$ cat src/rtl/tone_envelope_if.sv
// Signal bundle between the note-select/tone_gen side and the ADSR tone shaper.
// Inputs are sampled on every rising clk and outputs update on every clk; there is no valid/ready handshake.
interface tone_envelope_if;
  logic       tone_in;
  logic       note_on;
  logic [3:0] note_code;
  logic       pwm_out;
  logic [7:0] env_level;
  logic [2:0] env_state;
  logic       busy;

  modport master (
    output tone_in, note_on, note_code,
    input  pwm_out, env_level, env_state, busy
  );

  modport slave (
    input  tone_in, note_on, note_code,
    output pwm_out, env_level, env_state, busy
  );
endinterface

$ cat src/rtl/tone_envelope.sv
// ADSR amplitude shaper: gates the raw tone with an 8-bit PWM whose duty follows the envelope.
// Optional feature macro: ENV_RETRIGGER_EN (a note change while held restarts ATTACK).
module tone_envelope #(
  parameter logic [15:0] ATTACK_DIV    = 16'd64,
  parameter logic [15:0] DECAY_DIV     = 16'd128,
  parameter logic [15:0] RELEASE_DIV   = 16'd256,
  parameter logic [7:0]  SUSTAIN_LEVEL = 8'd160
) (
  input logic           clk,
  input logic           rst_n,
  tone_envelope_if.slave env_if
);

  typedef enum logic [2:0] {
    ST_IDLE    = 3'd0,
    ST_ATTACK  = 3'd1,
    ST_DECAY   = 3'd2,
    ST_SUSTAIN = 3'd3,
    ST_RELEASE = 3'd4
  } env_state_e;

  env_state_e  state_q;
  logic [7:0]  level_q;
  logic [15:0] presc_q;
  logic [7:0]  pwm_cnt_q;
  logic        pwm_q;

  logic        note_on;
  logic        tone_in;
  logic [15:0] div_cur;
  logic        tick;
  logic        retrig;
  logic [7:0]  level_inc;
  logic [7:0]  level_dec;

  assign note_on = env_if.note_on;
  assign tone_in = env_if.tone_in;

  always_comb begin
    div_cur = RELEASE_DIV;
    case (state_q)
      ST_ATTACK: div_cur = ATTACK_DIV;
      ST_DECAY:  div_cur = DECAY_DIV;
      default:   div_cur = RELEASE_DIV;
    endcase
  end

  // Only the three ramping phases ever produce step ticks.
  assign tick = ((state_q == ST_ATTACK) || (state_q == ST_DECAY) || (state_q == ST_RELEASE))
                && (presc_q == (div_cur - 16'd1));

  assign level_inc = (level_q == 8'hFF) ? 8'hFF : (level_q + 8'd1);
  assign level_dec = (level_q == 8'h00) ? 8'h00 : (level_q - 8'd1);

`ifdef ENV_RETRIGGER_EN
  logic [3:0] code_q;

  always_ff @(posedge clk) begin
    if (!rst_n) begin
      code_q <= 4'd0;
    end else begin
      code_q <= env_if.note_code;
    end
  end

  assign retrig = note_on && (env_if.note_code != code_q);
`else
  logic unused_note_code;

  assign unused_note_code = ^env_if.note_code;
  assign retrig           = 1'b0;
`endif

  // Every branch that changes state also clears the prescaler.
  always_ff @(posedge clk) begin
    if (!rst_n) begin
      state_q <= ST_IDLE;
      level_q <= 8'd0;
      presc_q <= 16'd0;
    end else begin
      case (state_q)
        ST_IDLE: begin
          presc_q <= 16'd0;
          if (note_on) begin
            state_q <= ST_ATTACK;
          end
        end

        ST_ATTACK: begin
          if (!note_on) begin
            state_q <= ST_RELEASE;
            presc_q <= 16'd0;
          end else if (level_q == 8'hFF) begin
            state_q <= ST_DECAY;
            presc_q <= 16'd0;
          end else if (tick) begin
            level_q <= level_inc;
            presc_q <= 16'd0;
            if (level_inc == 8'hFF) begin
              state_q <= ST_DECAY;
            end
          end else begin
            presc_q <= presc_q + 16'd1;
          end
        end

        ST_DECAY: begin
          if (!note_on) begin
            state_q <= ST_RELEASE;
            presc_q <= 16'd0;
          end else if (retrig) begin
            state_q <= ST_ATTACK;
            presc_q <= 16'd0;
          end else if (level_q <= SUSTAIN_LEVEL) begin
            state_q <= ST_SUSTAIN;
            level_q <= SUSTAIN_LEVEL;
            presc_q <= 16'd0;
          end else if (tick) begin
            level_q <= level_dec;
            presc_q <= 16'd0;
            if (level_dec <= SUSTAIN_LEVEL) begin
              state_q <= ST_SUSTAIN;
              level_q <= SUSTAIN_LEVEL;
            end
          end else begin
            presc_q <= presc_q + 16'd1;
          end
        end

        ST_SUSTAIN: begin
          level_q <= SUSTAIN_LEVEL;
          presc_q <= 16'd0;
          if (!note_on) begin
            state_q <= ST_RELEASE;
          end else if (retrig) begin
            state_q <= ST_ATTACK;
          end
        end

        ST_RELEASE: begin
          if (note_on) begin
            state_q <= ST_ATTACK;
            presc_q <= 16'd0;
          end else if (level_q == 8'h00) begin
            state_q <= ST_IDLE;
            presc_q <= 16'd0;
          end else if (tick) begin
            level_q <= level_dec;
            presc_q <= 16'd0;
            if (level_dec == 8'h00) begin
              state_q <= ST_IDLE;
            end
          end else begin
            presc_q <= presc_q + 16'd1;
          end
        end

        default: begin
          state_q <= ST_IDLE;
          level_q <= 8'd0;
          presc_q <= 16'd0;
        end
      endcase
    end
  end

  // Free-running PWM carrier; level 255 still leaves one low slot per period.
  always_ff @(posedge clk) begin
    if (!rst_n) begin
      pwm_cnt_q <= 8'd0;
      pwm_q     <= 1'b0;
    end else begin
      pwm_cnt_q <= pwm_cnt_q + 8'd1;
      pwm_q     <= tone_in & (pwm_cnt_q < level_q);
    end
  end

  assign env_if.pwm_out   = pwm_q;
  assign env_if.env_level = level_q;
  assign env_if.env_state = state_q;
  assign env_if.busy      = (state_q != ST_IDLE);

endmodule

$ cat src/flat_wrapper.sv
// flat-port wrapper written by rule: the top's interface ports become plain ports
module tone_envelope_flat 
#(
  parameter logic [15:0] ATTACK_DIV    = 16'd64,
  parameter logic [15:0] DECAY_DIV     = 16'd128,
  parameter logic [15:0] RELEASE_DIV   = 16'd256,
  parameter logic [7:0]  SUSTAIN_LEVEL = 8'd160
)
  (clk, rst_n, env_if_tone_in, env_if_note_on, env_if_note_code, env_if_pwm_out, env_if_env_level, env_if_env_state, env_if_busy);
  tone_envelope_if env_if_i ();
  input logic clk;
  input logic rst_n;
  input wire logic [$bits(env_if_i.tone_in)-1:0] env_if_tone_in;
  input wire logic [$bits(env_if_i.note_on)-1:0] env_if_note_on;
  input wire logic [$bits(env_if_i.note_code)-1:0] env_if_note_code;
  output wire logic [$bits(env_if_i.pwm_out)-1:0] env_if_pwm_out;
  output wire logic [$bits(env_if_i.env_level)-1:0] env_if_env_level;
  output wire logic [$bits(env_if_i.env_state)-1:0] env_if_env_state;
  output wire logic [$bits(env_if_i.busy)-1:0] env_if_busy;
  assign env_if_i.tone_in = env_if_tone_in;
  assign env_if_i.note_on = env_if_note_on;
  assign env_if_i.note_code = env_if_note_code;
  assign env_if_pwm_out = env_if_i.pwm_out;
  assign env_if_env_level = env_if_i.env_level;
  assign env_if_env_state = env_if_i.env_state;
  assign env_if_busy = env_if_i.busy;
  tone_envelope #(.ATTACK_DIV(ATTACK_DIV), .DECAY_DIV(DECAY_DIV), .RELEASE_DIV(RELEASE_DIV), .SUSTAIN_LEVEL(SUSTAIN_LEVEL)) u_core (.clk(clk), .rst_n(rst_n), .env_if(env_if_i));
endmodule
$ cat config.mk
export PLATFORM = sky130hd
export DESIGN_NAME = tone_envelope_flat
export DESIGN_NICKNAME = d
export VERILOG_FILES = /design/src/rtl/tone_envelope_if.sv /design/src/rtl/tone_envelope.sv /design/src/flat_wrapper.sv
export SDC_FILE = /design/constraint.sdc
export NUM_CORES = 1
export LEC_CHECK = 0
export BUFFER_PORTS_ARGS = -buffer_cell sky130_fd_sc_hd__buf_2
export CAP_MARGIN = 10
export CORE_MARGIN = 2
export CORE_UTILIZATION = 54
export DETAILED_ROUTE_END_ITERATION = 10
export GPL_TIMING_DRIVEN = 0
export PLACE_DENSITY = 0.84
export SYNTH_ARGS = -nofsm -noshare
export SYNTH_HDL_FRONTEND = slang
export SYNTH_SLANG_ARGS = --single-unit
$ cat constraint.sdc
create_clock -name clk -period 2.7 [get_ports clk]
set_input_delay 0.675 -clock clk [delete_from_list [all_inputs] [get_ports clk]]
set_output_delay 0.675 -clock clk [all_outputs]
set_load 0.02 [all_outputs]
==> flow_summary_export.csv <==
group,metric,value,unit
routing,via_count,2426,
global_route,grt_max_degree,12,
clock_network,clock_path_buffers,2,
final_layout,drive_gt1_share,20.75,%
placed_design,gp_congestion,0.9788,
worst_hold_path,hold_start,"u_core.presc_q[0]$_SDFF_PN0_",
timing,skew,0.006824,ns
global_route,top_usage_layer,"met2",
synthesis,synth-seq-cells,36,
timing,tns,0,ns
floorplanning,std_cell_rows,24,
floorplanning,die_h,72.20,µm
routing,viasPerCell,6.080,
synthesis,yosysWarnings,0,
timing,fin_crit_sh,95.87,%
global_route,grt_pass1_wl,9.977,mm
global_route,grt_remaining_overflow,0,
synthesis,synth_area_leader_cell,"dfxtp_1",
timing,report.final.hold_viol_count,0,
worst_hold_path,hold_path_end,"u_core.presc_q[0]$_SDFF_PN0_",
clock_network,cts.clk_slew.worst_paths,0.08,ns
clock_network,htreeDepth,2,
timing,worst_slack,0.1114,ns
synthesis,syn_nets,334,
synthesis,ys_types,57,
worst_setup_path,crit_buf_inv,3,
placed_design,place_ws,-0.3315,ns
global_route,grtUsageMet2,38.23,%
clock_network,clock_latency,0.29,ns
final_layout,num_antenna_cells,0,
outcome,status,"finished clean",
worst_hold_path,hold_path.class,"flop to flop",
timing,min_period,2.589,ns
clock_network,tritoncts,"built",
worst_setup_path,rrSetupSlack,0.11,ns
final_layout,finalNetCount,367,
synthesis,syn_inst,313,
worst_setup_path,arrival,2.80,ns
routing,drt_iter0_markers,364,
timing,worst_slew_pin_slew,0.9548,ns
power_and_ir_drop,powerDensity,558.8,mW/mm²
synthesis,syn_avg_cell_area,8.023,µm²
final_layout,layout_common_cells,"42 x nor2_1, 33 x dfxtp_1, 28 x nand2_1",
final_layout,nFillCells,367,
worst_setup_path,path_max_fanout,9,
placed_design,port_buffers,15,
routing,wl_per_cell,15.01,µm
worst_setup_path,cp_cell_sequence,"buf_4, inv_1, ha_1, buf_6, xor2_1, nor3_2, a31oi_1, o311a_1, a211o_1, a211oi_4, mux2i_1",
flow_run,cap_violations,0,
floorplanning,die_width,72.20,µm
global_route,grtUsageMet1,31.29,%
final_layout,fin_area,0.002908,mm²
synthesis,synth_edf_count,0,
timing,finalSetupViolCount,0,
floorplanning,initial_utilization,56.89,%
clock_network,cts_buffers,5,
power_and_ir_drop,power,1.625,mW
worst_setup_path,worstSetupPathType,"flop to flop",
synthesis,synth_area_leaders,"dfxtp_1 29%, ha_1 6.5%, nor2_1 6.4%",
placed_design,place_area,0.002660,mm²
worst_setup_path,crit_start,"u_core.env_if.env_level[0]$_SDFFE_PN0P_",
power_and_ir_drop,max-vdd-ir-drop,0.2957,mV
routing,drc_errors,0,
routing,wirelength,5.987,mm
clock_network,clk_root_buffer_cell,"clkbuf_8",
global_route,grt_antenna_before_repair,0,
global_route,grt_pass1_vias,2220,
final_layout,multi_input_area,0.001655,mm²
worst_setup_path,crit_family,"compound AO/OA/AOI/OAI gates",
synthesis,netlist_area,0.002511,mm²
worst_setup_path,r2r_cells,11,
floorplanning,die_area,0.005212,mm²
routing,ant_nets,0,
final_layout,mostFrequentLayoutCell,"nor2_1",
placed_design,dp_hpwl,4.213,mm
power_and_ir_drop,leakagePower,1.169,nW
synthesis,ys.flop_type,"dfxtp_1",
global_route,grt_util_all_layers,24.00,%
routing,drt_pass1_iterations,5,
worst_setup_path,startpoint_type,"flop",
worst_hold_path,min_path_cells,1,
clock_network,cts_sinks,36,
floorplanning,ios,21,
timing,rsz0062_at_grt,"yes",
synthesis,ys_seq_area_share,28.70,%
floorplanning,core-area,0.004414,mm²
final_layout,regArea,729.5,µm²
worst_setup_path,rr_startpoint,"u_core.env_if.env_level[0]$_SDFFE_PN0P_",
worst_setup_path,cp.required,2.92,ns
synthesis,synth_top_area_share,28.70,%
final_layout,syn2layout_area_growth,15.79,%
worst_setup_path,end_kind,"flop",
synthesis,async_reset_ff_share,0,%
worst_setup_path,slowest_stage,"dfxtp_1",
timing,slew_viol_final,0,
worst_setup_path,r2r_end,"u_core.env_if.env_state[0]$_SDFFE_PN0P_",
global_route,gr-usage-met3,5.833,%
timing,fmax,0.3863,GHz
worst_setup_path,crit_path_max_incr_delay,0.37,ns
timing,slew_headroom,36.21,%
-- final cells by class --
class                   count  area share [%]
flip-flops and latches     36           25.09
well taps                  52           2.238
inverters                  14           1.979
repair buffers             27           5.594
clock inverters             1          0.2582
clock buffers               7           2.969
multi-input cells         245           56.93
plain buffers              17           4.948
-- registers in the layout (all words and copies together), names as in the netlist --
register and flops:
u_core.env_if.env_level 8, u_core.pwm_cnt_q 8, u_core.env_if.env_state 3, u_core.env_if.pwm_out 1, u_core.presc_q 16
-- what timing repair did --
| item | in CTS | in global routing |
|---|---|---|
| resized for setup | 20 | 3 |
| gates cloned | 1 | 0 |
| pin swaps | 6 | 8 |
| setup buffers | 9 | 3 |
| hold buffers | 0 | 0 |
| endpoints found under the setup margin | 20 | 21 |
-- Yosys cell counts, drive strengths merged, types with 5 or more instances --
cell and instances:
nor2 44, dfxtp 36, nand2 28, nand3 21, o21ai 17, xor2 16
inv 14, buf 13, ha 13, xnor2 11, a21o 8, a21oi 8
a31oi 8, nand4 7, and3 6, clkbuf 5
-- cell families (layout without fill, tap and decap cells) --
logic type | count (synthesis) | count (layout) | synth area share, %
fa+ha+maj | 13 | 13 | 6.477
xor+xnor | 27 | 27 | 9.417
compound gates | 69 | 69 | 20.08
simple gates | 133 | 133 | 25.81
buf+inv | 32 | 66 | 7.673
mux | 3 | 3 | 1.843
flops | 36 | 36 | 28.70
-- where the power goes --
group / switching [mW] / total, mW / internal [mW] / leakage [nW]
clock network: 0.194 / 0.402 / 0.207 / 0.0445
registers: 0.0169 / 0.571 / 0.554 / 0.293
logic: 0.344 / 0.652 / 0.308 / 0.832
total: 0.555 / 1.62 / 1.07 / 1.17
-- per-stage QoR --
step | utilization, % | hold WS (ns) | std cells
after floorplan | - | 0.4206 | 313
after global routing | 65.87 | 0.5039 | 399
after global placement | 60.26 | 0.4431 | 380
after CTS | 65.39 | 0.4700 | 397
final | 65.87 | 0.4637 | 399
after detailed placement | 60.26 | 0.4528 | 380
-- per-layer routing --
layer  routed length, µm  part of all wire, %
met1                2679                   45
met2                2713                   45
met3                 469                  7.8
met4                 124                  2.1
met5                   0                    0
-- worst max path at each step --
| stage | end | slack, ns | cells after the start |
|---|---|---|---|
| 5_1_grt | u_core.presc_q[13]$_SDFF_PN0_ | -0.01 | 10 |
| 2_1_floorplan | u_core.env_if.env_state[0]$_SDFFE_PN0P_ | 0.04 | 11 |
| 3_3_place_gp | u_core.presc_q[11]$_SDFF_PN0_ | -0.32 | 11 |
| 4_1_cts | u_core.env_if.env_level[1]$_SDFFE_PN0P_ | 0.02 | 14 |
| 6_report | u_core.env_if.env_state[0]$_SDFFE_PN0P_ | 0.11 | 11 |
| 3_5_place_dp | u_core.env_if.env_level[1]$_SDFFE_PN0P_ | -0.33 | 13 |
(Power assumes the default switching activity.)
